==> src/rtl/cpu_div_pkg.sv <==
// rtl/cpu_div_pkg.sv - shared constants and state encoding for the iterative divider
//   DIV_WIDTH   : operand/result width
//   DIV_CNT_W   : iteration counter width
//   div_state_e : control FSM state encoding

package cpu_div_pkg;

    localparam int DIV_WIDTH = 32;
    localparam int DIV_CNT_W = $clog2(DIV_WIDTH);

    typedef enum logic [1:0] {
        IDLE = 2'd0,
        CALC = 2'd1,
        FIX  = 2'd2,
        DONE = 2'd3
    } div_state_e;

endpackage

==> src/rtl/divider_32_if.sv <==
// rtl/divider_32_if.sv - start/busy/done request and result bundle for divider_32
//   start, sign, A, B : request side, driven by the pipeline (master)
//   quo, rem          : registered results, driven by the divider (slave)
//   busy, done        : handshake status, driven by the divider (slave)

interface divider_32_if #(
    parameter int WIDTH = cpu_div_pkg::DIV_WIDTH
);

    logic             start;
    logic             sign;
    logic [WIDTH-1:0] A;
    logic [WIDTH-1:0] B;
    logic [WIDTH-1:0] quo;
    logic [WIDTH-1:0] rem;
    logic             busy;
    logic             done;

    modport master (
        output start, sign, A, B,
        input  quo, rem, busy, done
    );

    modport slave (
        input  start, sign, A, B,
        output quo, rem, busy, done
    );

endinterface

==> src/rtl/div_step.sv <==
// rtl/div_step.sv - one combinational restoring shift-subtract iteration
//   rem_in  : partial remainder (WIDTH+1 bits)
//   divisor : divisor magnitude
//   bit_in  : next dividend bit, shifted into the remainder LSB
//   rem_out : new partial remainder
//   q_bit   : quotient bit produced by this iteration

module div_step #(
    parameter int WIDTH = cpu_div_pkg::DIV_WIDTH
) (
    input  logic [WIDTH:0]   rem_in,
    input  logic [WIDTH-1:0] divisor,
    input  logic             bit_in,
    output logic [WIDTH:0]   rem_out,
    output logic             q_bit
);

    logic [WIDTH:0] shifted;
    logic [WIDTH:0] diff;

    always_comb begin
        shifted = {rem_in[WIDTH-1:0], bit_in};
        diff    = shifted - {1'b0, divisor};
        // A bit pushed out of the top means the true shifted value already
        // exceeds any divisor, so the subtraction must be kept.
        q_bit   = rem_in[WIDTH] | ~diff[WIDTH];
        rem_out = q_bit ? diff : shifted;
    end

endmodule

==> src/rtl/divider_32.sv <==
// rtl/divider_32.sv - iterative signed/unsigned restoring divider, one quotient bit per clock
//   clk : clock, rising edge
//   rst : synchronous active-high reset
//   bus : divider_32_if.slave (start/sign/A/B in, quo/rem/busy/done out)

module divider_32
    import cpu_div_pkg::*;
#(
    parameter int WIDTH = DIV_WIDTH
) (
    input  logic         clk,
    input  logic         rst,
    divider_32_if.slave  bus
);

    localparam int             CNT_W    = $clog2(WIDTH);
    localparam logic [CNT_W-1:0] CNT_LAST = CNT_W'(WIDTH - 1);

    div_state_e       state_q, state_d;
    logic [WIDTH-1:0] dvd_q;     // dividend magnitude, becomes the quotient as bits shift in
    logic [WIDTH-1:0] dvs_q;     // divisor magnitude
    logic [WIDTH-1:0] a_q;       // original dividend, returned as remainder on divide-by-zero
    logic [WIDTH:0]   prem_q;    // partial remainder
    logic [CNT_W-1:0] cnt_q;
    logic             qneg_q, rneg_q, dz_q;
    logic [WIDTH-1:0] quo_q, rem_q;

    logic [WIDTH:0]   step_rem;
    logic             step_q;
    logic             can_accept;

    div_step #(.WIDTH(WIDTH)) u_step (
        .rem_in  (prem_q),
        .divisor (dvs_q),
        .bit_in  (dvd_q[WIDTH-1]),
        .rem_out (step_rem),
        .q_bit   (step_q)
    );

    always_ff @(posedge clk) begin
        if (rst) state_q <= IDLE;
        else     state_q <= state_d;
    end

    always_comb begin
        state_d    = state_q;
        can_accept = 1'b0;
        case (state_q)
            IDLE: begin
                can_accept = 1'b1;
                if (bus.start) state_d = CALC;
            end
            CALC: if (cnt_q == CNT_LAST) state_d = FIX;
            FIX:  state_d = DONE;
            DONE: begin
                can_accept = 1'b1;
                state_d    = bus.start ? CALC : IDLE;
            end
            default: state_d = IDLE;
        endcase
    end

    always_ff @(posedge clk) begin
        if (rst) begin
            dvd_q  <= '0;
            dvs_q  <= '0;
            a_q    <= '0;
            prem_q <= '0;
            cnt_q  <= '0;
            qneg_q <= 1'b0;
            rneg_q <= 1'b0;
            dz_q   <= 1'b0;
            quo_q  <= '0;
            rem_q  <= '0;
        end else if (can_accept && bus.start) begin
            // Negating 0x80000000 yields 0x80000000, read as an unsigned magnitude.
            dvd_q  <= (bus.sign && bus.A[WIDTH-1]) ? -bus.A : bus.A;
            dvs_q  <= (bus.sign && bus.B[WIDTH-1]) ? -bus.B : bus.B;
            a_q    <= bus.A;
            qneg_q <= bus.sign & (bus.A[WIDTH-1] ^ bus.B[WIDTH-1]);
            rneg_q <= bus.sign & bus.A[WIDTH-1];
            dz_q   <= (bus.B == '0);
            prem_q <= '0;
            cnt_q  <= '0;
        end else if (state_q == CALC) begin
            dvd_q  <= {dvd_q[WIDTH-2:0], step_q};
            prem_q <= step_rem;
            cnt_q  <= cnt_q + 1'b1;
        end else if (state_q == FIX) begin
            quo_q <= dz_q ? '1 : (qneg_q ? -dvd_q : dvd_q);
            rem_q <= dz_q ? a_q : (rneg_q ? -prem_q[WIDTH-1:0] : prem_q[WIDTH-1:0]);
        end
    end

    assign bus.quo  = quo_q;
    assign bus.rem  = rem_q;
    assign bus.busy = (state_q == CALC) || (state_q == FIX);
    assign bus.done = (state_q == DONE);

endmodule

==> src/flat_wrapper.sv <==
// flat-port wrapper written by rule: the top's interface ports become plain ports
module divider_32_flat import cpu_div_pkg::*;
#(
    parameter int WIDTH = DIV_WIDTH
)
  (clk, rst, bus_start, bus_sign, bus_A, bus_B, bus_quo, bus_rem, bus_busy, bus_done);
  divider_32_if #(.WIDTH(WIDTH)) bus_i ();
  input  logic clk;
  input  logic rst;
  input wire logic [$bits(bus_i.start)-1:0] bus_start;
  input wire logic [$bits(bus_i.sign)-1:0] bus_sign;
  input wire logic [$bits(bus_i.A)-1:0] bus_A;
  input wire logic [$bits(bus_i.B)-1:0] bus_B;
  output wire logic [$bits(bus_i.quo)-1:0] bus_quo;
  output wire logic [$bits(bus_i.rem)-1:0] bus_rem;
  output wire logic [$bits(bus_i.busy)-1:0] bus_busy;
  output wire logic [$bits(bus_i.done)-1:0] bus_done;
  assign bus_i.start = bus_start;
  assign bus_i.sign = bus_sign;
  assign bus_i.A = bus_A;
  assign bus_i.B = bus_B;
  assign bus_quo = bus_i.quo;
  assign bus_rem = bus_i.rem;
  assign bus_busy = bus_i.busy;
  assign bus_done = bus_i.done;
  divider_32 #(.WIDTH(WIDTH)) u_core (.clk(clk), .rst(rst), .bus(bus_i));
endmodule
==> config.mk <==
export PLATFORM = sky130hd
export DESIGN_NAME = divider_32_flat
export DESIGN_NICKNAME = d
export VERILOG_FILES = /design/src/rtl/cpu_div_pkg.sv /design/src/rtl/divider_32_if.sv /design/src/rtl/div_step.sv /design/src/rtl/divider_32.sv /design/src/flat_wrapper.sv
export SDC_FILE = /design/constraint.sdc
export NUM_CORES = 1
export LEC_CHECK = 0
export ABC_AREA = 1
export BUFFER_PORTS_ARGS = -buffer_cell sky130_fd_sc_hd__buf_2
export CORE_UTILIZATION = 50
export DETAILED_ROUTE_END_ITERATION = 16
export PLACE_DENSITY = 0.69
export SYNTH_ARGS = -nofsm -noshare
export SYNTH_HDL_FRONTEND = slang
export SYNTH_SLANG_ARGS = --single-unit
==> constraint.sdc <==
create_clock -name clk -period 3.1 [get_ports clk]
set_input_delay 0.31 -clock clk [delete_from_list [all_inputs] [get_ports clk]]
set_output_delay 0.31 -clock clk [all_outputs]
set_load 0.01 [all_outputs]
After elaboration in Yosys (flattened, before gate mapping)
Cells that the tools add are included.
Word-level totals
  register bits: 203
  bits of input ports: 68
  output and inout bits: 66
  logic and storage cells: 55
Operators by class
  $add $sub $neg: 6
  eq/ne operators: 6
  mux-type cells: 14
  bitwise operators: 7
  reduce and logical (&&, ||, !) cells: 11
Operators with widths (number)
  32-bit two-way mux: 8
  32-bit negation: 4
  33-bit two-way mux: 1
  33-bit by 32-bit subtractor with 33-bit output: 1
  32-bit zero test: 1
  2-bit one-hot mux with 4 select lines: 1
  5-bit by 1-bit adder with 5-bit output (second input constant): 1
  5-bit == test (second input constant): 1
  2-bit == test (second input constant): 2
  2-bit two-way mux: 2
  2-bit OR reduction: 2
  1-bit logical AND: 3
  1-bit NOT: 3
  3-bit AND reduction: 1
  1-bit AND: 2
  2-bit by 1-bit == test with 1-bit output (second input constant): 1
  2-bit zero test: 1
  1-bit two-way mux: 2
  2-bit by 1-bit != test with 1-bit output (second input constant): 1
  2-bit != test (second input constant): 1
  2-bit AND reduction: 1
  2-bit nonzero test: 1
  1-bit logical OR: 1
  1-bit bitwise OR: 1
  1-bit bitwise XOR: 1

Depth between registers and ports, before layout
Gate-level depths: netlist (run 1).
  depth after elaboration: 6
  depth in mapped cells: 18
  mapped depth without buffers: 17

Hierarchy
Synthesis (run 1) repeated with hierarchy kept, for this count alone.
Unflattened totals
  cells, all modules: 2400
  area total of the unflattened synthesis: 14585.2 um^2
Modules (own cells, without submodules)
  divider_32: instances 1, cells an instance 1792, area each 11571.1 um^2, sequential area each 4063.9 um^2
  div_step: instances 1, cells an instance 608, area each 3014.1 um^2, sequential area each 0.0 um^2

Worst setup path before layout (run 1)
OpenSTA, ideal clock, no wires.
  kind: register to register
  start: register u_core.dvd_q[31]
  end: register u_core.prem_q[10]
  library setup time: 132 ps
  arrival: 2056 ps
  slack: 911 ps
  cell stages (with the launch flop): 19
  period minus slack after synthesis: 2189 ps
  cells stage by stage: dfxtp_1 > inv_1 > ha_1 > fa_1 > inv_1 > nand2_1 > nand2_1 > nand3_1 > nand2_2 > nand2_2 > nand2_4 > nand2_4 > nand2_2 > nand2_2 > nand2_4 > buf_6 > nand3_2 > nand3_1 > a21oi_1
Between the ends
  word-level cells in the longest chain between the ends: 4
Ends and longest elaborated chain
  start: declaration: RTL line divider_32.sv:20  | logic [WIDTH-1:0] dvd_q;
  start signal: assignment: RTL line divider_32.sv:77  | dvd_q <= (bus.sign && bus.A[WIDTH-1]) ? -bus.A : bus.A;
  start signal: assignment: RTL line divider_32.sv:86  | dvd_q <= {dvd_q[WIDTH-2:0], step_q};
  33-bit by 32-bit subtractor with 33-bit output (*): RTL line div_step.sv:23  | diff = shifted - {1'b0, divisor};
  1-bit NOT: RTL line div_step.sv:26  | q_bit = rem_in[WIDTH] | ~diff[WIDTH];
  1-bit bitwise OR: RTL line div_step.sv:26
  33-bit two-way mux (*): RTL line div_step.sv:27  | rem_out = q_bit ? diff : shifted;
  end signal: assignment: RTL line divider_32.sv:87  | prem_q <= step_rem;
  end: declaration: RTL line divider_32.sv:23  | logic [WIDTH:0] prem_q;
Mark *: on every way between the ends. The rest lies on a longest branch, timed or not.
A chain may end at the register's enable or synchronous reset.

Worst setup path after layout (run 1)
  start: register u_core.dvd_q[31]
  end: register u_core.prem_q[25]
Same word-level chain as after synthesis.

==> results of run 1 <==
## cells by family (layout without fill, tap and decap cells)
kind of cell / after synthesis / count (layout) / share of synthesized area [%]
flip-flops: 203 / 203 / 29.5
AO/OA/AOI/OAI: 471 / 471 / 19.3
XOR/XNOR: 52 / 52 / 3.30
adder cells (fa/ha/maj): 44 / 44 / 4.05
buffers and inverters: 397 / 506 / 11.3
AND/OR/NAND/NOR: 1009 / 1009 / 32.5
## area by class of cell
type	instances	area (um^2)	share of cell area [%]
clock buffer	31	657	4.23
clock inverter	11	176	1.13
inverter	306	1150	7.39
multi-input combinational	1576	8170	52.6
sequential	203	4060	26.1
tap	341	427	2.74
timing repair buffer	158	903	5.81
## power by group through the flow
stage               logic (mW)  registers [mW]  clock network [mW]
global route              7.31            3.79                3.12
floorplan                 4.71            3.61                   0
finish                    6.53            3.74                2.99
detailed placement        6.40            3.75                   0
global placement          6.33            3.74                   0
CTS                       6.44            3.71                3.03
## how the worst max path moves through the flow
stage                     cells after the start                     startpoint                        endpoint  slack, ps
after floorplan                              18  u_core.dvd_q[31]$_SDFFE_PP0P_  u_core.prem_q[10]$_SDFFE_PP0P_        910
after global placement                       17  u_core.dvd_q[31]$_SDFFE_PP0P_   u_core.prem_q[0]$_SDFFE_PP0P_        590
after detailed placement                     17  u_core.dvd_q[31]$_SDFFE_PP0P_  u_core.prem_q[25]$_SDFFE_PP0P_        490
after CTS                                    17  u_core.dvd_q[31]$_SDFFE_PP0P_  u_core.prem_q[25]$_SDFFE_PP0P_        470
after global routing                         17  u_core.dvd_q[31]$_SDFFE_PP0P_  u_core.prem_q[29]$_SDFFE_PP0P_        270
final                                        17  u_core.dvd_q[31]$_SDFFE_PP0P_  u_core.prem_q[25]$_SDFFE_PP0P_        450
## flip-flops by register name (all words and copies together), names as in the netlist
signal / count
u_core.prem_q: 33
u_core.bus.quo: 32
u_core.qneg_q: 1
u_core.dvs_q: 32
u_core.a_q: 32
u_core.state_q: 2
u_core.bus.rem: 32
u_core.cnt_q: 5
u_core.rneg_q: 1
u_core.dvd_q: 32
u_core.dz_q: 1
## worst max-delay path, delay by kind of cell (launching register included)
kind,cells,cell delay [ps]
flops,1,350
buf+inv,2,160
compound gates,1,70
simple gates,12,1290
fa+ha+maj,2,640
## through the flow
step	total power, mW	worst slack (ps)
2_1_floorplan	8.32	911
3_3_place_gp	10.1	586
3_5_place_dp	10.2	485
4_1_cts	13.2	474
5_1_grt	14.2	274
6_report	13.3	449
## cell usage after synthesis, types with 20 or more instances
| library cell | number | area (um^2) |
|---|---|---|
| inv_1 | 292 | 1100 |
| ha_1 | 43 | 538 |
| nand4_1 | 20 | 125 |
| xor2_1 | 33 | 289 |
| a31oi_1 | 26 | 163 |
| nand3_1 | 166 | 831 |
| o22ai_1 | 28 | 175 |
| a21oi_1 | 181 | 906 |
| nor2_1 | 170 | 638 |
| nor3_1 | 42 | 210 |
| dfxtp_1 | 203 | 4060 |
| o21ai_0 | 154 | 771 |
| nand2_1 | 516 | 1940 |
| clkbuf_1 | 62 | 233 |
## placed cells by master, fill, tap and decap left out, drive strengths merged, types with 20 or more instances in the layout
cell type  instances
xor2              33
nor2             179
nor3              49
a31oi             26
o22ai             28
dfxtp            203
buf              158
inv              302
nand4             20
nand3            182
nand2            534
a21oi            186
ha                43
clkbuf            31
o21ai            161
## metal layers
metal  track usage [%]  routed length [um]  share of wire, %  up-vias
li1                  -                   -                 -     7359
met1              45.1               20800                46     6922
met2              49.6               19700                44      510
met3              3.71                3260               7.2       82
met4              9.29                1190               2.6        0
met5                 0                   0                 0        -
==> impl_metrics.yaml, run 1 <==
outcome:
  status: "complete, no violations"
critical_path:
  cp.arrival_ps: 3050
  path_cells: "inv_1 > ha_1 > fa_1 > inv_1 > nand2_1 > nand2_1 > nand3_1 > nand2_2 > nand2_2 > nand2_4 > nand2_4 > nand2_2 > nand2_2 > nand2_4 > nand3_1 > nand3_1 > a21oi_1"
  cp_common_cell: "nand2_2"
  reg2reg_slack_ps: 450
  worstRegToRegCells: 17
  max_stage_delay_ps: 400
  r2r-end: "u_core.prem_q[25]$_SDFFE_PP0P_"
  path_max_fanout: 33
  cp-end-kind: "flop"
  worstReg2RegStart: "u_core.dvd_q[31]$_SDFFE_PP0P_"
  crit_path_top_delay_cell: "fa_1"
  startpoint_type: "flop"
  crit_type: "flop to flop"
  required_ps: 3500
routing:
  vias_per_cell: 5.66
  vias: 14900
  wl_per_cell_um: 17.1
  dr.pass1.iters: 5
  drtAntennaViolNets: 0
  drc_errors: 0
  wl_um: 45000
  first_iter_violations: 1353
die:
  start_util_pct: 51.0
  die_h_um: 168
  die_area_mm2: 0.0282
  die_w_um: 168
  num_rows: 60
  core-area_mm2: 0.0270
  ios: 134
clock_network:
  clk_latency_ps: 530
  cts_resized: 0
  clkSinkCount: 203
  cts_root_buf: "clkbuf_16"
  cts.reportedPaths.clkPinSlew_ps: 60
  htreeDepth: 1
  cts_buffers: 24
  postCtsHoldBufs: 0
  post-cts-setup-buffers: 0
  cts_tree: "done"
  clockBufferDepth: 3
grt:
  grt_pass1_vias: 13600
  gr-total-overflow: 0
  grtUsageTotal_pct: 31.5
  grt_max_degree: 66
  grt_first_pass_wirelength_um: 71200
  antenna_found_initial: 0
logic_synthesis:
  async_flop_share_pct: 0
  syn_avg_cell_area_um2: 6.33
  yosys.cell_types.count: 53
  synth.yosys.seq_area_share_pct: 29.5
  synth-edff-count: 0
  syn_inst: 2176
  synth_nets: 2288
  synth_ff_type: "dfxtp_1"
  netlist_area_mm2: 0.0138
  ys_seq_elements: 203
  yosysWarnings: 0
placed_design:
  port_buffers: 133
  hpwl_um: 34000
  place.gp.congestion: 0.972
  place_area_mm2: 0.0147
  placed_cells: 2584
power:
  power_frac_seq_pct: 28.2
  p_switching_mw: 6.14
  ir_drop_mv: 0.577
  power_frac_clock_pct: 22.6
  pwr_density_cell_mw_per_mm2: 853
  p_comb_share_pct: 49.2
  p_sw_share_pct: 46.3
  p_leak_nw: 7.53
  p_int_mw: 7.12
cells_and_area:
  fill_cells: 2699
  antennaDiodeCount: 0
  final_nets: 2381
  final_util_pct: 57.5
  drive_gt1_share_pct: 12.1
  finalNonFillerCells: 2626
  synthToLayoutAreaGrowth_pct: 12.8
  final_area_mm2: 0.0155
sta:
  slew_viol_final: 0
  setup_viol: 0
  worst_pin_slew_ps: 863
  hold_viol: 0
  tns_ps: 0
  min_period_over_period_pct: 85.5
  max_freq_ghz: 0.377
  finalCriticalPeriod_ps: 2650
  rsz0062_at_grt: "false"
  slew_headroom_pct: 42.4
  finClkSkew_ps: 22.5
  whs_ps: 81.2
flow_run:
  drv_cap: 0
hold_path:
  hold_depth: 3
  hold_path_class: "input pin to flop"
  hold_start: "bus_A[24]"
  worst_hold_path.endpoint: "u_core.dvd_q[24]$_SDFFE_PP0P_"
Note: power is estimated with default switching activity, not from simulation.
==> run 2: changes to the inputs <==
==> constraint.sdc (replaced) <==
create_clock -name clk -period 3.1 [get_ports clk]
set_input_delay 0.62 -clock clk [delete_from_list [all_inputs] [get_ports clk]]
set_output_delay 0.62 -clock clk [all_outputs]
set_load 0.01 [all_outputs]
==> run 2 against run 1 <==
  * Register-to-register slack got worse by 40 ps
  * Clock power decreased by 7.4%
  * Die area unchanged
  * Worst hold slack improved by 300 ps
  * Sequential share of layout area increased by 0.13 points
  * Wire length decreased by 1.2%
  * Design area decreased by 0.51%
  * Clock skew increased by 5.8 ps
  * Power decreased by 2.0%
  * Sequential power about the same
  * Count of clock-buffer cells in the layout decreased by 1
==> impl_metrics.yaml, run 2 (synthesis results as in run 1) <==
sta:
  setup_slack_ps: 412
  hold_viol: 0
  slew_viol_final: 0
  finalCriticalPeriod_ps: 2690
  max_freq_ghz: 0.372
  tns_ps: 0
  whs_ps: 383
  worst_pin_slew_ps: 748
  min_period_over_period_pct: 86.7
  rsz0062_at_grt: "false"
  finClkSkew_ps: 28.3
  slew_headroom_pct: 50.1
  setup_viol: 0
placed_design:
  dp_slack_ps: 463
  place_area_mm2: 0.0147
  hpwl_um: 33800
  port_buffers: 133
  placed_cells: 2586
  place.gp.congestion: 0.979
critical_path:
  reg2reg_slack_ps: 410
  startpoint_type: "flop"
  critPathTopFamily: "simple AND/OR/NAND/NOR gates"
  path_depth: 17
  cp.arrival_ps: 3090
  crit_type: "flop to flop"
  cp_common_cell: "nand2_2"
  max_stage_delay_ps: 410
  crit_path_top_delay_cell: "fa_1"
  worstReg2RegStart: "u_core.dvd_q[31]$_SDFFE_PP0P_"
  r2r-end: "u_core.prem_q[4]$_SDFFE_PP0P_"
  path_max_fanout: 33
  worstRegToRegCells: 17
  cp-end-kind: "flop"
  required_ps: 3510
  path_cells: "inv_1 > ha_1 > fa_1 > inv_1 > nand2_1 > nand2_1 > nand3_1 > nand2_2 > nand2_2 > nand2_4 > nand2_4 > nand2_2 > nand2_2 > nand2_4 > nand3_1 > nand3_1 > a21oi_1"
  path_buf_inv: 2
die:
  core-area_mm2: 0.0270
  die_area_mm2: 0.0282
  die_w_um: 168
  die_h_um: 168
  num_rows: 60
  start_util_pct: 51.0
  ios: 134
clock_network:
  htreeDepth: 1
  clockBufferDepth: 3
  post-cts-setup-buffers: 0
  cts_resized: 0
  cts.reportedPaths.clkPinSlew_ps: 60
  cts_buffers: 23
  postCtsHoldBufs: 0
  cts_tree: "done"
  cts_root_buf: "clkbuf_16"
  clk_latency_ps: 540
  clkSinkCount: 203
grt:
  gr-total-overflow: 0
  antenna_found_initial: 0
  grt_pass1_vias: 13600
  grt_max_degree: 79
  grtUsageTotal_pct: 31.3
  grtUsageMet1_pct: 44.5
  grt_use_met2_pct: 49.0
  grt_most_used_layer: "met2"
  met3_usage_pct: 3.81
  grt_first_pass_wirelength_um: 70900
outcome:
  status: "complete, no violations"
routing:
  first_iter_violations: 1343
  vias: 14700
  wl_per_cell_um: 16.9
  vias_per_cell: 5.61
  drc_errors: 0
  wl_um: 44400
  drtAntennaViolNets: 0
  dr.pass1.iters: 5
cells_and_area:
  antennaDiodeCount: 0
  ff_latch_area_mm2: 0.00406
  mostFrequentLayoutCell: "nand2_1"
  fill_cells: 2753
  top_register: "u_core.prem_q"
  final_area_mm2: 0.0155
  finalNonFillerCells: 2627
  final_cell_mix: "515 x nand2_1, 290 x inv_1, 203 x dfxtp_1, 181 x a21oi_1, 169 x nor2_1"
  synthToLayoutAreaGrowth_pct: 12.2
  final_nets: 2382
  drive_gt1_share_pct: 12.1
  multi_input_area_mm2: 0.00817
  largest_reg_flops: 33
power:
  pwr_density_cell_mw_per_mm2: 840
  ir_drop_mv: 0.506
  p_leak_nw: 7.49
hold_path:
  hold_start: "bus_B[1]"
  worst_hold_path.endpoint: "u_core.dvs_q[1]$_SDFFE_PP0P_"
  hold_depth: 3
  hold_path_class: "input pin to flop"
flow_run:
  drv_cap: 0
run 2: cell count changes in the layout (fill, tap and decap cells not counted):
cell | before | now
clkinv_2 | 3 | 4
clkinv_4 | 2 | 0
inv_16 | 0 | 1
clkinv_8 | 1 | 0
buf_4 | 21 | 24
clkinvlp_4 | 1 | 4
clkbuf_8 | 3 | 2
buf_12 | 4 | 3
clkbuf_16 | 24 | 23
bufinv_16 | 4 | 2
clkbuf_1 | 4 | 5
run 2: worst max path at each step:
stage | to | from | slack, ps
2_1_floorplan | u_core.prem_q[10]$_SDFFE_PP0P_ | u_core.dvd_q[31]$_SDFFE_PP0P_ | 910
3_3_place_gp | u_core.dvd_q[30]$_SDFFE_PP0P_ | bus_A[1] | 500
3_5_place_dp | u_core.dvd_q[30]$_SDFFE_PP0P_ | bus_A[1] | 460
4_1_cts | u_core.prem_q[4]$_SDFFE_PP0P_ | u_core.dvd_q[31]$_SDFFE_PP0P_ | 450
5_1_grt | u_core.prem_q[23]$_SDFFE_PP0P_ | u_core.dvd_q[31]$_SDFFE_PP0P_ | 210
6_report | u_core.prem_q[4]$_SDFFE_PP0P_ | u_core.dvd_q[31]$_SDFFE_PP0P_ | 410
run 2: worst reg2reg max path, cell delays in order, from the launching register on:
cell and delay [ps]:
dfxtp_1 360, inv_1 110, ha_1 240, fa_1 410
inv_1 70, nand2_1 40, nand2_1 80, nand3_1 80
nand2_2 120, nand2_2 70, nand2_4 80, nand2_4 60
nand2_2 80, nand2_2 60, nand2_4 330, nand3_1 160
nand3_1 120, a21oi_1 60
run 2: area by class of cell:
| class | count | area share (%) |
|---|---|---|
| Inverter | 306 | 7.43 |
| Multi-Input combinational cell | 1576 | 52.8 |
| Tap cell | 341 | 2.76 |
| Timing Repair Buffer | 160 | 5.86 |
| Sequential cell | 203 | 26.3 |
| Clock buffer | 30 | 4.02 |
| Clock inverter | 11 | 0.841 |
run 2: where the power goes:
part           internal (mW)  switching, mW
Combinational           2.10           4.38
Sequential              3.19          0.558
Clock                   1.59           1.17
Total                   6.88           6.11
run 2: layer usage:
layer  part of all wire [%]  routed length [um]  vias up
met5                      0                   0        -
met3                    6.8                3030       79
li1                       -                   -     7352
met2                     44               19400      505
met1                     47               20800     6810
met4                    2.9                1280        0
run 2: stage by stage:
stage | util, % | power (mW)
5_1_grt | 57.2 | 14.0
3_3_place_gp | 54.5 | 10.0
3_5_place_dp | 54.5 | 10.1
6_report | 57.2 | 13.0
4_1_cts | 57.2 | 12.9
2_1_floorplan | - | 8.32
